**src/rtl/pc_fetch_sequencer_pkg.sv**
```systemverilog
// Shared definitions for the PC / fetch sequencer and the control unit.
// Holds the syscall opcodes and the sequencer state encoding.
package pc_fetch_sequencer_pkg;

    localparam logic [5:0] OP_SYSCALL_IN  = 6'b110011;
    localparam logic [5:0] OP_SYSCALL_OUT = 6'b110111;

    typedef enum logic {
        RUN     = 1'b0,
        WAIT_IN = 1'b1
    } fetch_state_e;

endpackage

```
**src/rtl/pc_fetch_sequencer_next_pc_mux.sv**
```systemverilog
// Next-PC selection: jump beats taken branch, and everything else falls through to pc+4.
// Purely combinational. Word-aligned targets keep the low two PC bits at zero.
module pc_fetch_sequencer_next_pc_mux #(
    parameter int ADDR_WIDTH = 32
) (
    input  logic [ADDR_WIDTH-1:0] pc_plus4,
    input  logic                  jump,
    input  logic                  branch,
    input  logic                  branch_cond,
    input  logic [25:0]           jump_index,
    input  logic [31:0]           branch_offset,
    output logic [ADDR_WIDTH-1:0] next_pc
);

    logic [ADDR_WIDTH-1:0] jump_target;
    logic [ADDR_WIDTH-1:0] branch_target;

    // The jump target stays within the 256 MB region that holds the delay-slot address.
    assign jump_target   = {pc_plus4[ADDR_WIDTH-1 -: 4], jump_index, 2'b00};
    assign branch_target = pc_plus4 + (branch_offset << 2);

    always_comb begin
        next_pc = pc_plus4;
        if (jump) begin
            next_pc = jump_target;
        end else if (branch && branch_cond) begin
            next_pc = branch_target;
        end
    end

endmodule

```
**src/rtl/pc_fetch_sequencer.sv**
```systemverilog
// Program counter and fetch sequencer: next-PC selection, input-syscall stall
// with a button handshake, output-syscall display strobe, and retired count.
//
// state   | meaning
// RUN     | fetching normally; one instruction retires per cycle unless it is an input syscall
// WAIT_IN | core frozen on an input syscall until a fresh rising edge on input_confirm
module pc_fetch_sequencer
    import pc_fetch_sequencer_pkg::*;
#(
    parameter int                   ADDR_WIDTH = 32,
    parameter logic [ADDR_WIDTH-1:0] RESET_PC  = 32'h0000_0000,
    parameter int                   CNT_WIDTH  = 32
) (
    input  logic                  clock,
    input  logic                  reset,
    input  logic [5:0]            op,
    input  logic                  jump,
    input  logic                  branch,
    input  logic                  branch_cond,
    input  logic [25:0]           jump_index,
    input  logic [31:0]           branch_offset,
    input  logic                  input_confirm,
    output logic [ADDR_WIDTH-1:0] pc,
    output logic [ADDR_WIDTH-1:0] pc_plus4,
    output logic                  stall,
    output logic                  write_enable,
    output logic                  input_capture,
    output logic                  out_strobe,
    output logic [CNT_WIDTH-1:0]  retired
);

    localparam logic [ADDR_WIDTH-1:0] PC_STEP = ADDR_WIDTH'(4);
    localparam logic [CNT_WIDTH-1:0]  CNT_ONE = CNT_WIDTH'(1);

    fetch_state_e          state;
    fetch_state_e          state_next;
    logic                  btn_prev;
    logic                  btn_edge;
    logic                  advance;
    logic                  take_target;
    logic [ADDR_WIDTH-1:0] next_pc;

    assign pc_plus4     = pc + PC_STEP;
    assign btn_edge     = input_confirm && !btn_prev;
    assign write_enable = !stall;

    pc_fetch_sequencer_next_pc_mux #(
        .ADDR_WIDTH (ADDR_WIDTH)
    ) u_next_pc_mux (
        .pc_plus4      (pc_plus4),
        .jump          (jump),
        .branch        (branch),
        .branch_cond   (branch_cond),
        .jump_index    (jump_index),
        .branch_offset (branch_offset),
        .next_pc       (next_pc)
    );

    always_comb begin
        state_next    = state;
        stall         = 1'b0;
        input_capture = 1'b0;
        advance       = 1'b0;
        take_target   = 1'b0;
        case (state)
            RUN: begin
                if (op == OP_SYSCALL_IN) begin
                    stall      = 1'b1;
                    state_next = WAIT_IN;
                end else begin
                    advance     = 1'b1;
                    take_target = 1'b1;
                end
            end
            WAIT_IN: begin
                if (btn_edge) begin
                    // A coincident reset wins, so the register file must not latch.
                    input_capture = !reset;
                    advance       = 1'b1;
                    state_next    = RUN;
                end else begin
                    stall = 1'b1;
                end
            end
        endcase
    end

    always_ff @(posedge clock) begin
        if (reset) begin
            state      <= RUN;
            pc         <= RESET_PC;
            retired    <= '0;
            btn_prev   <= 1'b1;
            out_strobe <= 1'b0;
        end else begin
            state      <= state_next;
            btn_prev   <= input_confirm;
            out_strobe <= (state == RUN) && (op == OP_SYSCALL_OUT);
            if (advance) begin
                pc      <= take_target ? next_pc : pc_plus4;
                retired <= retired + CNT_ONE;
            end
        end
    end

endmodule

```
**config.mk**
```make
export PLATFORM = sky130hd
export DESIGN_NAME = pc_fetch_sequencer
export DESIGN_NICKNAME = d
export VERILOG_FILES = /design/src/rtl/pc_fetch_sequencer_pkg.sv /design/src/rtl/pc_fetch_sequencer_next_pc_mux.sv /design/src/rtl/pc_fetch_sequencer.sv
export SDC_FILE = /design/constraint.sdc
export NUM_CORES = 1
export LEC_CHECK = 0
export CAP_MARGIN = 20
export CORE_MARGIN = 5
export CORE_UTILIZATION = 28
export CTS_CLUSTER_DIAMETER = 40
export DETAILED_ROUTE_END_ITERATION = 10
export GPL_ROUTABILITY_DRIVEN = 0
export MAX_ROUTING_LAYER = met4
export PLACE_DENSITY = 0.62
export SLEW_MARGIN = 0
export SYNTH_ARGS = -nofsm -noshare
export SYNTH_HDL_FRONTEND = slang
export SYNTH_SLANG_ARGS = --single-unit
```
**constraint.sdc**
```tcl
create_clock -name clock -period 5.2 [get_ports clock]
set_input_delay 1.04 -clock clock [delete_from_list [all_inputs] [get_ports clock]]
set_output_delay 1.04 -clock clock [all_outputs]
set_load 0.005 [all_outputs]
```
==> parameters.txt, run 1 <==
Parameter                              Value

Outcome
  Result of the run    finished, final reports clean

STA
  Shortest clock period the worst path allows after layout    4.325 ns
  Fin. max-slew vios    0
  Hold Vio Cnt, Final    0
  Pin slew with the least headroom to its limit    0.7410 ns
  Worst slew margin relative to its limit    0.5060
  FMAX    231.2 MHz
  Period Utilization, post-route    0.8317
  Total Neg Setup Slack    0 ns
  Setup skew after layout    0.006033 ns
  Setup WS post-layout    0.8754 ns
  Total setup violations reported at the end of the flow    0
  Setup repair after global routing missed its margin    no

Hold path
  Class of the worst hold path    reg -> reg

Synthesis
  Yosys synthesis warning count    0
  Count of flip-flops with a built-in enable after synthesis    0
  Cell types with the largest area share after synthesis    sky130_fd_sc_hd__dfxtp_1, sky130_fd_sc_hd__ha_1, sky130_fd_sc_hd__xor2_1
  Most used flip-flop cell after synthesis    sky130_fd_sc_hd__dfxtp_1
  Top-count cell post-synth    sky130_fd_sc_hd__nor2_1
  Number of flip-flops and latches in the synthesized netlist    65
  Share of flip-flops with an asynchronous set or reset after synthesis    0
  Count of mapped cells out of synthesis    736
  Area leader, netlist    sky130_fd_sc_hd__dfxtp_1
  Synth top cells by count    sky130_fd_sc_hd__nor2_1, sky130_fd_sc_hd__nand2_1, sky130_fd_sc_hd__dfxtp_1
  Cell area after synthesis    0.005598 mm²
  Sequential cell area fraction in the yosys report    0.2325
  Area share of the largest cell type after synthesis    0.2325
  Distinct cell type count after synthesis    75
  Average instance area after synthesis    7.606 µm²

Flow run
  Max Cap Viol    0

Routing
  Post-DRT Antenna Nets    0
  DRT Wirelength    20950 µm
  DRC viols    0
  Via count normalized by instance count    5.223
  Routed length per placed instance    17.98 µm
  Routed via count    6085
  Number of search-and-repair iterations in the first detailed-routing pass    5
  DR iter-0 viols    432

Global routing
  GRT overflow    0
  Antenna violations before repair    0
  GRT Util Overall    0.1819
  Largest net degree at the start of global routing    64
  Global-route wire length before repair    31630 µm
  Met2 Usage GRT    0.2745
  GRT met3 Usage    0.03112
  Routing layer with the top usage in global route    met2
  Met1 Track Usage GR    0.2528
  Vias in the first global route    5641

Clocking
  Number of buffers added to fix hold violations after cts    0
  CTS Buffer Depth    2
  TritonCTS clock tree    built
  Number of cells upsized or downsized after cts    0
  Total CTS buffers    9
  CTS root buffer    sky130_fd_sc_hd__clkbuf_16
  Clock insertion delay at the later pin of the skew report    0.33 ns
  Clock transition time at the flip-flop clock pins of the worst setup and hold paths    0.06 ns
  Number of setup buffers added after CTS    0
  # clock sinks    65
  H-tree level count    3

Die
  Core area    0.01959 mm²
  Die height    151.4 µm
  Die area    0.02292 mm²
  Die width    151.4 µm
  Row cnt    51
  Boundary pin count    170
  Starting Density    0.2858

Power
  Overall power after layout    1.816 mW
  Power density cells    231.1 mW/mm²
  LEAKAGE    3.073 nW
  Maximum vdd ir drop    0.1410 mV

Setup path
  Maximum fanout along the worst path    7
  Endpoint class of the critical path    register
  Path type of the worst setup path    reg -> reg
  Arr. time, crit path    4.51 ns
  Critical path startpoint category    register
  Data required time at the worst endpoint    5.39 ns

Layout
  Diode count    0
  NumNets Final    1003
  Share of layout cells above drive strength 1    0.05444
  Final core area utilization    0.4012
  Area added between synthesis and finish    40.39%

Place
  HPWL reported at the end of detailed placement    16260 µm
  Number of buffers inserted by port buffering    163
  Worst slack after detailed placement    0.9005 ns
## area by class of cell
cell class                 count  area, µm²
clock buffer                  10      229.0
clock inverter                 6      91.34
fill                        2054      11730
inverter                      17      63.81
multi-input combinational    622       4088
sequential                    65       1301
tap                          265      331.6
timing repair buffer         180       1754
## routing by layer
| layer | vias up | share of wire |
|---|---|---|
| met5 | - | 0 |
| met4 | 0 | 0.015 |
| met3 | 17 | 0.073 |
| met2 | 220 | 0.44 |
| met1 | 2833 | 0.47 |
| li1 | 3015 | - |
## critical path, cell delays in order, from the launching register on
cell	delay (ns)
sky130_fd_sc_hd__dfxtp_1	0.48
sky130_fd_sc_hd__ha_1	0.28
sky130_fd_sc_hd__nand3_1	0.13
sky130_fd_sc_hd__nor2_1	0.37
sky130_fd_sc_hd__nand2_1	0.12
sky130_fd_sc_hd__xnor2_1	0.42
sky130_fd_sc_hd__ha_1	0.31
sky130_fd_sc_hd__a21oi_1	0.10
sky130_fd_sc_hd__o21ai_0	0.56
sky130_fd_sc_hd__a21oi_1	0.17
sky130_fd_sc_hd__a32oi_1	0.52
sky130_fd_sc_hd__a31oi_1	0.22
sky130_fd_sc_hd__nor2b_1	0.17
sky130_fd_sc_hd__mux2i_1	0.23
sky130_fd_sc_hd__o32ai_1	0.09
## worst paths after layout
path / from / to / slack, ns / cells past startpoint
worst max-delay path: pc[2] / pc[27] / 0.88 / 14
worst min-delay path: retired[12] / retired[12] / 0.51 / 2
worst max register to register: pc[2] / pc[27] / 0.88 / 14
worst min register to register: retired[12] / retired[12] / 0.51 / 2
## cell usage in the layout (no fill, tap or decap), drive strengths merged, types with 3 or more instances in the layout
cell type	synthesis	layout
a32oi	3	3
nor4	5	5
nor2	86	86
xnor2	39	39
a221oi	6	6
a211oi	12	12
o221ai	5	5
and2	6	6
or3	8	8
nand3	30	30
o211ai	7	7
a22oi	5	5
nor2b	5	5
buf	12	18
clkbuf	23	10
and4	11	11
ha	37	37
o22ai	5	5
clkinvlp	0	3
or2	4	4
xor2	46	46
nor3	22	22
a21o	15	15
inv	17	18
and3	26	26
dfxtp	65	65
o21ai	42	42
conb	1	4
mux2i	5	5
a21oi	49	49
a31oi	4	4
clkdlybuf4s50	0	162
nand3b	3	3
nand4	16	16
nand2	70	70
nand2b	4	4
a2111oi	7	7
## kinds of logic (layout without fill, tap and decap cells)
| family | after synthesis | after routing | share of synthesized area |
|---|---|---|---|
| simple gates | 299 | 299 | 0.2666 |
| compound gates | 191 | 191 | 0.2320 |
| xor+xnor | 85 | 85 | 0.1330 |
| flops | 65 | 65 | 0.2325 |
| buf+inv | 52 | 213 | 0.04001 |
| fa+ha+maj | 38 | 38 | 0.08628 |
| mux | 5 | 5 | 0.008941 |
| other cells | 1 | 4 | 0.0006699 |
## power breakdown
group,internal [mW],leakage [nW],switching [mW]
logic,0.293,2.40,0.295
clock network,0.422,0.145,0.239
registers,0.523,0.532,0.0446
## sequential cells by signal, summed over array words and instances (netlist names)
name / flops
state: 1
pc: 30
retired: 32
out_strobe: 1
btn_prev: 1
## through the flow
step | instance area, µm² | instances | hold WS (ns)
2_1_floorplan | 5609 | 739 | 0.4770
3_3_place_gp | 7538 | 1149 | 0.4838
3_5_place_dp | 7538 | 1149 | 0.4926
4_1_cts | 7859 | 1165 | 0.5000
5_1_grt | 7859 | 1165 | 0.5297
6_report | 7859 | 1165 | 0.5110
No activity file was read; power rests on OpenSTA's default activity.
==> run 2, diff against run 1 <==
==> constraint.sdc (replaced) <==
create_clock -name clock -period 4.1 [get_ports clock]
set_input_delay 0.82 -clock clock [delete_from_list [all_inputs] [get_ports clock]]
set_output_delay 0.82 -clock clock [all_outputs]
set_load 0.005 [all_outputs]
==> parameters.txt, run 2 (synthesis results as in run 1) <==
Parameter                              Value

Clocking
  Clock insertion delay at the later pin of the skew report    0.33 ns
  TritonCTS clock tree    built
  H-tree level count    3
  CTS Buffer Depth    2
  Number of setup buffers added after CTS    0
  Clock transition time at the flip-flop clock pins of the worst setup and hold paths    0.06 ns
  # clock sinks    65
  Total CTS buffers    9
  CTS root buffer    sky130_fd_sc_hd__clkbuf_16

Setup path
  Endpoint class of the critical path    register
  Number of buffer and inverter instances along the worst setup path    1
  Arr. time, crit path    4.10 ns
  Slowest stage delay, CP    0.46 ns
  Path type of the worst setup path    reg -> reg
  Maximum fanout along the worst path    8
  Series of cell instances along the critical path    ha_1, nand4_1, nor2_4, nand3_1, xnor2_1, ha_1, nand4_1, nor3_1, o21ai_0, a32oi_1, buf_4, a31oi_1, xnor2_1, mux2i_1, a221oi_1
  Critical path startpoint category    register
  Critical-path top delay cell    sky130_fd_sc_hd__dfxtp_1
  Gate family responsible for the most delay along the worst path    simple AND/OR/NAND/NOR gates
  Data required time at the worst endpoint    4.34 ns

Die
  Die width    151.4 µm
  Core area    0.01959 mm²
  Die height    151.4 µm
  Row cnt    51
  Boundary pin count    170
  Die area    0.02292 mm²
  Starting Density    0.2858

STA
  Worst slew margin relative to its limit    0.5947
  Total Neg Setup Slack    0 ns
  Period Utilization, post-route    0.9415
  Setup repair after global routing missed its margin    no
  Fin. max-slew vios    0
  Hold Vio Cnt, Final    0
  Total setup violations reported at the end of the flow    0
  Pin slew with the least headroom to its limit    0.6017 ns
  Shortest clock period the worst path allows after layout    3.860 ns
  FMAX    259.1 MHz
  Setup skew after layout    0.009058 ns
  Setup WS post-layout    0.2400 ns

Global routing
  GRT met3 Usage    0.02543
  Met2 Usage GRT    0.2956
  Met1 Track Usage GR    0.2624
  Global-route wire length before repair    33670 µm
  Largest net degree at the start of global routing    43
  GRT Util Overall    0.1941
  Antenna violations before repair    1
  GRT overflow    0
  Vias in the first global route    6112
  Routing layer with the top usage in global route    met2

Power
  LEAKAGE    3.216 nW
  Overall power after layout    2.350 mW
  Design internal power    1.598 mW
  Maximum vdd ir drop    0.1952 mV
  Fraction of power consumed by sequential logic    0.305
  Proportion of power drawn by the clock network    0.360
  Power density cells    290.9 mW/mm²
  Fraction of power spent switching nets    0.3202
  Part of the power in combinational logic    0.334
  Net switching component of the power    0.7527 mW

Layout
  Commonest cells after routing, fill and taps aside    sky130_fd_sc_hd__clkdlybuf4s50_1, sky130_fd_sc_hd__nor2_1, sky130_fd_sc_hd__nand2_1, sky130_fd_sc_hd__dfxtp_1, sky130_fd_sc_hd__a21oi_1
  Final core area utilization    0.4125
  Top reg by flops    retired
  Most common cell after layout, fill and taps aside    sky130_fd_sc_hd__clkdlybuf4s50_1
  Largest registers    retired x32, pc x30
  Share of layout cells above drive strength 1    0.08405
  Fillcell total    2037
  NumNets Final    1031
  Area added between synthesis and finish    44.35%
  Post-route standard cell area excluding fillers    0.008080 mm²
  Max reg flops    32

Routing
  Post-DRT Antenna Nets    0
  Routed via count    6314
  DRT Wirelength    21980 µm
  Via count normalized by instance count    5.288
  DR iter-0 viols    533
  Routed length per placed instance    18.41 µm
  Number of search-and-repair iterations in the first detailed-routing pass    5
  DRC viols    0

Place
  Number of buffers inserted by port buffering    163
  Placed standard-cell area    0.007749 mm²
  HPWL reported at the end of detailed placement    17100 µm
  Worst slack after detailed placement    0.1653 ns

Hold path
  Class of the worst hold path    reg -> reg

Outcome
  Result of the run    finished, final reports clean

Flow run
  Max Cap Viol    0
run 2: per-stage QoR:
stage,hold slack [ns],std cells
floorplan,0.4770,739
global placement,0.4797,1177
detailed placement,0.4838,1177
CTS,0.4911,1193
global route,0.5146,1194
finish,0.4895,1194
run 2: routing by layer:
| metal | routed length, µm | vias up | part of all wire |
|---|---|---|---|
| li1 | - | 3068 | - |
| met4 | 552 | 0 | 0.025 |
| met3 | 1481 | 45 | 0.067 |
| met1 | 10120 | 2965 | 0.46 |
| met5 | 0 | - | 0 |
| met2 | 9835 | 236 | 0.45 |
run 2: cell type report:
type / count / area (µm²) / area share
inverters: 17 / 63.81 / 0.007897
clock inverters: 6 / 92.59 / 0.01146
multi-input cells: 622 / 4095 / 0.5068
clock buffers: 10 / 229.0 / 0.02834
diodes: 1 / 2.502 / 0.0003097
flip-flops and latches: 65 / 1301 / 0.1610
well taps: 265 / 331.6 / 0.04103
repair buffers: 208 / 1964 / 0.2431
run 2: timing repair:
item                                    in CTS  in global routing
gates resized for setup                      0                  3
hold buffers                                 0                  0
endpoints found under the setup margin       0                  7
run 2: worst register-to-register path, cell delays in order (launching register included):
cell and delay [ns]:
sky130_fd_sc_hd__dfxtp_1 0.46, sky130_fd_sc_hd__ha_1 0.28, sky130_fd_sc_hd__nand4_1 0.21, sky130_fd_sc_hd__nor2_4 0.22, sky130_fd_sc_hd__nand3_1 0.13, sky130_fd_sc_hd__xnor2_1 0.17, sky130_fd_sc_hd__ha_1 0.45, sky130_fd_sc_hd__nand4_1 0.25
sky130_fd_sc_hd__nor3_1 0.22, sky130_fd_sc_hd__o21ai_0 0.26, sky130_fd_sc_hd__a32oi_1 0.27, sky130_fd_sc_hd__buf_4 0.17, sky130_fd_sc_hd__a31oi_1 0.14, sky130_fd_sc_hd__xnor2_1 0.19, sky130_fd_sc_hd__mux2i_1 0.11, sky130_fd_sc_hd__a221oi_1 0.25
run 2: power by group through the flow:
stage | combinational [mW] | clock (mW) | sequential, mW
floorplan | 0.431 | 0 | 0.717
global placement | 0.772 | 0 | 0.730
detailed placement | 0.773 | 0 | 0.729
CTS | 0.779 | 0.867 | 0.715
global route | 0.858 | 0.891 | 0.723
finish | 0.786 | 0.847 | 0.717
run 2: final timing paths:
path	cells after the start	slack, ns	startpoint	to
min reg2reg	2	0.49	retired[1]	retired[1]
max reg2reg	15	0.24	pc[2]	pc[25]
min	2	0.49	retired[1]	retired[1]
max	15	0.24	pc[2]	pc[25]
